<file path="src/rtl/slot_reel_game_ctrl_if.sv">
// Player-side signal bundle for the slot game core: buttons and coin in, display data out.
interface slot_reel_game_ctrl_if #(
  parameter int NUM_REELS = 3
);
  logic                   C_IN;
  logic                   GAME_START;
  logic [NUM_REELS-1:0]   STOP;
  logic [4*NUM_REELS-1:0] REEL_VAL;
  logic [6:0]             CREDIT_BIN;
  logic [7:0]             CREDIT_BCD;
  logic [1:0]             STATE;
  logic [1:0]             WIN;

  modport master (
    output C_IN, GAME_START, STOP,
    input  REEL_VAL, CREDIT_BIN, CREDIT_BCD, STATE, WIN
  );
  modport slave (
    input  C_IN, GAME_START, STOP,
    output REEL_VAL, CREDIT_BIN, CREDIT_BCD, STATE, WIN
  );
endinterface

</file>
<file path="src/rtl/slot_reel_game_ctrl.sv">
// Slot-machine game core: N prescaled reels with stop buttons, saturating credit, win payout.
// Define SLOT_REVERSE_REEL_EN to make odd-indexed reels count down instead of up.
module slot_reel #(
  parameter int DIV     = 4,
  parameter int SYM_MAX = 9,
  parameter bit DOWN    = 1'b0
) (
  input  logic       clk,
  input  logic       rst_n,
  input  logic       clr,
  input  logic       run,
  input  logic       stop_edge,
  output logic [3:0] val,
  output logic       frozen
);
  logic [7:0] presc_q, presc_d;
  logic [3:0] val_q, val_d;
  logic       frozen_q, frozen_d;

  always_comb begin
    presc_d  = presc_q;
    val_d    = val_q;
    frozen_d = frozen_q;
    if (clr) begin
      presc_d  = '0;
      frozen_d = 1'b0;
    end else if (run) begin
      if (stop_edge) frozen_d = 1'b1;
      if (presc_q == 8'(DIV - 1)) begin
        presc_d = '0;
        // a stop edge wins over a step landing on the same cycle
        if (!frozen_q && !stop_edge) begin
          if (DOWN) val_d = (val_q == 4'd0) ? 4'(SYM_MAX) : val_q - 4'd1;
          else      val_d = (val_q == 4'(SYM_MAX)) ? 4'd0 : val_q + 4'd1;
        end
      end else begin
        presc_d = presc_q + 8'd1;
      end
    end
  end

  always_ff @(posedge clk or negedge rst_n) begin
    if (!rst_n) begin
      presc_q  <= '0;
      val_q    <= '0;
      frozen_q <= 1'b0;
    end else begin
      presc_q  <= presc_d;
      val_q    <= val_d;
      frozen_q <= frozen_d;
    end
  end

  assign val    = val_q;
  assign frozen = frozen_q;
endmodule

module slot_reel_game_ctrl #(
  parameter int NUM_REELS     = 3,
  parameter int SYM_MAX       = 9,
  parameter int SPIN_DIV_BASE = 4,
  parameter int BET           = 1,
  parameter int PAIR_PAYOUT   = 5,
  parameter int ALL_PAYOUT    = 50,
  parameter int CREDIT_MAX    = 99,
  parameter int SHOW_CYCLES   = 8
) (
  input  logic                  CLK,
  input  logic                  RST,
  slot_reel_game_ctrl_if.slave  io
);
  typedef enum logic [1:0] {IDLE = 2'b00, SPIN = 2'b01, EVAL = 2'b10, SHOW = 2'b11} state_t;

`ifdef SLOT_REVERSE_REEL_EN
  localparam bit REV_EN = 1'b1;
`else
  localparam bit REV_EN = 1'b0;
`endif
  localparam int IW = NUM_REELS + 2;

  state_t                     state_q, state_d;
  logic [6:0]                 credit_q, credit_d;
  logic [1:0]                 win_q, win_d;
  logic [7:0]                 show_q, show_d;
  logic [IW-1:0]              in_q, prev_q, edge_v;
  logic [NUM_REELS-1:0][3:0]  reel;
  logic [NUM_REELS-1:0]       frozen;
  logic                       clr, run, all_eq, pair;
  logic [7:0]                 add, sub, sum;

  // {STOP, GAME_START, C_IN} registered once, edge against the previous sample
  assign edge_v = in_q & ~prev_q;
  assign run    = (state_q == SPIN);

  for (genvar k = 0; k < NUM_REELS; k++) begin : g_reel
    slot_reel #(
      .DIV     (SPIN_DIV_BASE + 2 * k),
      .SYM_MAX (SYM_MAX),
      .DOWN    (REV_EN && (k % 2 == 1))
    ) u_reel (
      .clk       (CLK),
      .rst_n     (RST),
      .clr       (clr),
      .run       (run),
      .stop_edge (edge_v[k+2]),
      .val       (reel[k]),
      .frozen    (frozen[k])
    );
  end

  always_comb begin
    all_eq = 1'b1;
    pair   = 1'b0;
    for (int i = 0; i < NUM_REELS; i++) begin
      if (reel[i] != reel[0]) all_eq = 1'b0;
      for (int j = i + 1; j < NUM_REELS; j++)
        if (reel[i] == reel[j]) pair = 1'b1;
    end
  end

  always_comb begin
    state_d = state_q;
    win_d   = win_q;
    show_d  = show_q;
    clr     = 1'b0;
    add     = {7'd0, edge_v[0]};
    sub     = '0;
    case (state_q)
      IDLE: if (edge_v[1] && ({1'b0, credit_q} >= 8'(BET))) begin
        sub     = 8'(BET);
        win_d   = 2'b00;
        clr     = 1'b1;
        state_d = SPIN;
      end
      SPIN: if (&frozen) state_d = EVAL;
      EVAL: begin
        if (all_eq) begin
          win_d = 2'b10;
          add   = add + 8'(ALL_PAYOUT);
        end else if (pair) begin
          win_d = 2'b01;
          add   = add + 8'(PAIR_PAYOUT);
        end else begin
          win_d = 2'b00;
        end
        show_d  = '0;
        state_d = SHOW;
      end
      SHOW: if (show_q == 8'(SHOW_CYCLES - 1)) state_d = IDLE;
            else show_d = show_q + 8'd1;
      default: state_d = IDLE;
    endcase
    // sub only applies when credit >= BET, so the 8-bit sum cannot underflow
    sum      = {1'b0, credit_q} + add - sub;
    credit_d = (sum > 8'(CREDIT_MAX)) ? 7'(CREDIT_MAX) : sum[6:0];
  end

  always_ff @(posedge CLK or negedge RST) begin
    if (!RST) begin
      state_q  <= IDLE;
      credit_q <= '0;
      win_q    <= '0;
      show_q   <= '0;
      in_q     <= '0;
      prev_q   <= '0;
    end else begin
      state_q  <= state_d;
      credit_q <= credit_d;
      win_q    <= win_d;
      show_q   <= show_d;
      in_q     <= {io.STOP, io.GAME_START, io.C_IN};
      prev_q   <= in_q;
    end
  end

  assign io.REEL_VAL   = reel;
  assign io.CREDIT_BIN = credit_q;
  assign io.CREDIT_BCD = {4'(credit_q / 7'd10), 4'(credit_q % 7'd10)};
  assign io.STATE      = state_q;
  assign io.WIN        = win_q;
endmodule

</file>
<file path="src/flat_wrapper.sv">
// flat-port wrapper written by rule: the top's interface ports become plain ports
module slot_reel_game_ctrl_flat 
#(
  parameter int NUM_REELS     = 3,
  parameter int SYM_MAX       = 9,
  parameter int SPIN_DIV_BASE = 4,
  parameter int BET           = 1,
  parameter int PAIR_PAYOUT   = 5,
  parameter int ALL_PAYOUT    = 50,
  parameter int CREDIT_MAX    = 99,
  parameter int SHOW_CYCLES   = 8
)
  (CLK, RST, io_C_IN, io_GAME_START, io_STOP, io_REEL_VAL, io_CREDIT_BIN, io_CREDIT_BCD, io_STATE, io_WIN);
  slot_reel_game_ctrl_if #(.NUM_REELS(NUM_REELS)) io_i ();
  input  logic CLK;
  input  logic RST;
  input wire logic [$bits(io_i.C_IN)-1:0] io_C_IN;
  input wire logic [$bits(io_i.GAME_START)-1:0] io_GAME_START;
  input wire logic [$bits(io_i.STOP)-1:0] io_STOP;
  output wire logic [$bits(io_i.REEL_VAL)-1:0] io_REEL_VAL;
  output wire logic [$bits(io_i.CREDIT_BIN)-1:0] io_CREDIT_BIN;
  output wire logic [$bits(io_i.CREDIT_BCD)-1:0] io_CREDIT_BCD;
  output wire logic [$bits(io_i.STATE)-1:0] io_STATE;
  output wire logic [$bits(io_i.WIN)-1:0] io_WIN;
  assign io_i.C_IN = io_C_IN;
  assign io_i.GAME_START = io_GAME_START;
  assign io_i.STOP = io_STOP;
  assign io_REEL_VAL = io_i.REEL_VAL;
  assign io_CREDIT_BIN = io_i.CREDIT_BIN;
  assign io_CREDIT_BCD = io_i.CREDIT_BCD;
  assign io_STATE = io_i.STATE;
  assign io_WIN = io_i.WIN;
  slot_reel_game_ctrl #(.NUM_REELS(NUM_REELS), .SYM_MAX(SYM_MAX), .SPIN_DIV_BASE(SPIN_DIV_BASE), .BET(BET), .PAIR_PAYOUT(PAIR_PAYOUT), .ALL_PAYOUT(ALL_PAYOUT), .CREDIT_MAX(CREDIT_MAX), .SHOW_CYCLES(SHOW_CYCLES)) u_core (.CLK(CLK), .RST(RST), .io(io_i));
endmodule
</file>
<file path="config.mk">
export PLATFORM = sky130hd
export DESIGN_NAME = slot_reel_game_ctrl_flat
export DESIGN_NICKNAME = d
export VERILOG_FILES = /design/src/rtl/slot_reel_game_ctrl_if.sv /design/src/rtl/slot_reel_game_ctrl.sv /design/src/flat_wrapper.sv
export SDC_FILE = /design/constraint.sdc
export NUM_CORES = 1
export LEC_CHECK = 0
export CAP_MARGIN = 20
export CELL_PAD_IN_SITES_DETAIL_PLACEMENT = 2
export CELL_PAD_IN_SITES_GLOBAL_PLACEMENT = 2
export CORE_ASPECT_RATIO = 0.6
export CORE_MARGIN = 2
export CORE_UTILIZATION = 37
export DETAILED_ROUTE_END_ITERATION = 6
export PLACE_DENSITY = 0.9
export SETUP_SLACK_MARGIN = 0.1
export SLEW_MARGIN = 10
export SYNTH_ARGS = -nofsm -noshare
export SYNTH_HDL_FRONTEND = slang
export SYNTH_SLANG_ARGS = --single-unit
</file>
<file path="constraint.sdc">
create_clock -name CLK -period 4.3 [get_ports CLK]
set_input_delay 0.86 -clock CLK [delete_from_list [all_inputs] [get_ports CLK]]
set_output_delay 0.86 -clock CLK [all_outputs]
set_load 0.005 [all_outputs]
</file>
==> results.toml <==
[outcome]
status = "finished clean"

[final_layout]
n_antenna_cell = 0
final_cell_mix = "66 x dfrtp_1, 43 x nor2_1, 32 x clkdlybuf4s50_1"
layout_commonest_cell = "dfrtp_1"
flow.area_growth_from_synthesis_pct = 29.75
fin_nets = 559
final_area_mm2 = 0.005593
final_cells = 689
layout-drive-gt1-share_pct = 17.96
fillCellCount = 1174

[synth]
ys_types = 71
synth_top_family_by_area = "simple AND/OR/NAND/NOR gates"
avgSynthCellArea_um2 = 9.270
ys.flop_type = "dfrtp_1"
yosys.area_share.simple_pct = 20.75
async_flop_share_pct = 100.0
synth_edf_count = 0
muxShareOfSynthArea_pct = 1.219
synth-compound-area-share_pct = 15.94
yosys.area_share.adder_pct = 8.012
yosysSeqAreaShare_pct = 39.48
ys_ff_latch = 68
synth.cell_area_mm2 = 0.004310
ys_warn_count = 0
synth_xor_area_share_pct = 9.550
syn_inst = 465
syn_nets = 499

[drt]
drt_iter0_markers = 384
via_count = 4219
avgRoutedWirePerCell_um = 29.77
drt_first_pass_iters = 7
drc_errors = 0
routed_wl_um = 20510
via_per_inst = 6.123
antenna_left = 0

[critical_path]
crit_path_start_kind = "flop"
critPathTopFamily = "compound AO/OA/AOI/OAI gates"
cpMostUsedCell = "ha_1"
cpMaxStageDelayCell = "dfrtp_4"
worstSetupStartpoint = "u_core.io.CREDIT_BIN[6]"
crit_path_max_fanout = 16
worstPathArrival_ns = 4.45
path_buf_inv = 3
cp.required_ns = 4.49
cp_cell_sequence = "inv_2 > nand4_1 > o311a_1 > and2_1 > ha_1 > inv_1 > ha_1 > fa_1 > a21o_1 > a21oi_2 > buf_4 > o2111a_1 > a311oi_4 > a311oi_2 > or3_1"
reg2reg_slack_ns = 0.04
max_stage_delay_ns = 0.60
endpoint_kind = "flop"
r2r_start = "u_core.io.CREDIT_BIN[6]"
criticalPathCategory = "flop to flop"

[clock_tree]
clk_pin_slew_ns = 0.07
numCtsBuffers = 9
clk-insertion-delay-late_ns = 0.35
clkSinkCount = 68
ctsHtreeMaxLevel = 3
cts_root_buffer = "clkbuf_16"
clockBufferDepth = 2
tritoncts = "done"

[place]
hpwl_um = 10740
io_buffers = 37
placed_area_mm2 = 0.004902
gp_congestion = 0.8550
dp.cells = 658
dp_slack_ns = -0.1547

[worst_hold_path]
hold_path.class = "flop to flop"
min-delay-start = "u_core.in_q[4]"

[timing]
setup-tns-final_ns = 0
finalClockSkew_ns = 0.01762
fmaxAchievable_mhz = 234.9
rsz0062_at_grt = "yes"
finalSetupViolations = 0
slew_headroom_pct = 55.61
worst_slack_ns = 0.04364
finalMaxSlewViolations = 0
fin_crit_ns = 4.256
hold_violations = 0
period_share_pct = 98.99
tightest_slew_ns = 0.6588

[floorplan]
die-area_mm2 = 0.01256
fp-row-count = 30
io_pins = 38
start_util_pct = 38.02
die_h_um = 87.61
core_area_mm2 = 0.01134
fp.dieW_um = 143.3

[global_route]
grt_pass1_vias = 4536
grt_usage_pct = 31.63
grt_max_degree = 45
grt_pass1_wl_um = 28900
antenna_found_initial = 1
overflow = 0

[power_and_ir_drop]
p_leak_nw = 2.439
power_density_mw_per_mm2 = 1023
total_power_mw = 5.721
peakVddDrop_mv = 0.6948

[flow_run]
maxCapViolations = 0
path summary, 6_finish.rpt:
check | to | depth (start not counted)
max in group asynchronous | u_core.g_reel[1].u_reel.val[3] | 2
max reg2reg | u_core.io.CREDIT_BIN[1] | 15
min | u_core.prev_q[4] | 0
min in group asynchronous | u_core.g_reel[2].u_reel.presc_q[0] | 1
max | u_core.io.CREDIT_BIN[1] | 15
min reg2reg | u_core.prev_q[4] | 0
per-stage QoR:
step | util (%) | hold slack (ns)
after floorplan | - | 0.3465
after global placement | 43.25 | 0.3547
after detailed placement | 43.25 | 0.3582
after CTS | 47.78 | 0.3761
after global routing | 49.34 | 0.3931
final | 49.34 | 0.3777
worst register-to-register path: cells and delay by family, from the launching register on:
| kind | cells | cell delay (ns) |
|---|---|---|
| DFF | 1 | 0.60 |
| adders and majority gates | 3 | 0.78 |
| buffers and inverters | 3 | 0.43 |
| AOI/OAI and AO/OA | 6 | 1.42 |
| and+or+nand+nor | 3 | 0.87 |
synthesized netlist by cell type (3+ instances only):
cell type  instances  area share, %
inv_1             33            2.9
dfrtp_1           68             39
xor2_1            17            3.5
a21o_1             7            1.2
xnor2_1           25            5.1
nor2_1            44            3.8
or3_1              4           0.58
nand3_1           18            2.1
and2_1             5           0.73
nand2_1           28            2.4
nor2b_1            8            1.2
nor3_1            12            1.4
and3_1             9            1.3
o21ai_0           17            2.0
mux2i_1            3           0.70
a21oi_1           27            3.1
nand4_1           12            1.7
a22o_1             4           0.81
ha_1              26            7.5
clkbuf_1          13            1.1
buf_4              3           0.52
nand2b_1          10            1.5
o21ai_1            7           0.81
flip-flops by register name, indices dropped and copies added, names as in the netlist:
name	flops
u_core.g_reel.u_reel.frozen	3
u_core.g_reel.u_reel.presc_q	24
u_core.g_reel.u_reel.val	12
u_core.in_q	5
u_core.io.CREDIT_BIN	7
u_core.io.STATE	2
u_core.io.WIN	2
u_core.prev_q	5
u_core.show_q	8
power by group:
part	total, mW	internal, mW	switching (mW)
sequential	1.06	0.800	0.264
clock	0.786	0.462	0.324
combinational	3.87	1.56	2.31
total	5.72	2.82	2.90
metal layers:
layer	share of wire, %	track usage, %
met5	0.054	0
met4	4.1	15.78
met2	48	52.54
met3	6.5	7.818
met1	41	39.07
repair_timing:
| action | in CTS | in global routing |
|---|---|---|
| pin swaps | 10 | 8 |
| hold buffers | 0 | 0 |
| setup buffers | 10 | 6 |
| setup endpoints to repair | 8 | 9 |
| gates resized for setup | 45 | 23 |
cells by family (layout without fill, tap and decap cells):
group,after synthesis,after routing
simple gates,166,166
compound gates,100,100
flops,68,68
buf+inv,55,119
xor+xnor,44,44
fa+ha+maj,27,27
mux,5,5
final cells by class:
cell class              instances  area, µm²  share of cell area, %
clock inverters                 4      50.05                 0.8949
repair buffers                 67      613.1                  10.96
flip-flops and latches         68       1707                  30.51
well taps                     160      200.2                  3.579
multi-input cells             342       2639                  47.18
inverters                      37      141.4                  2.528
clock buffers                  11      242.7                  4.340
No activity file was read; power rests on OpenSTA's default activity.
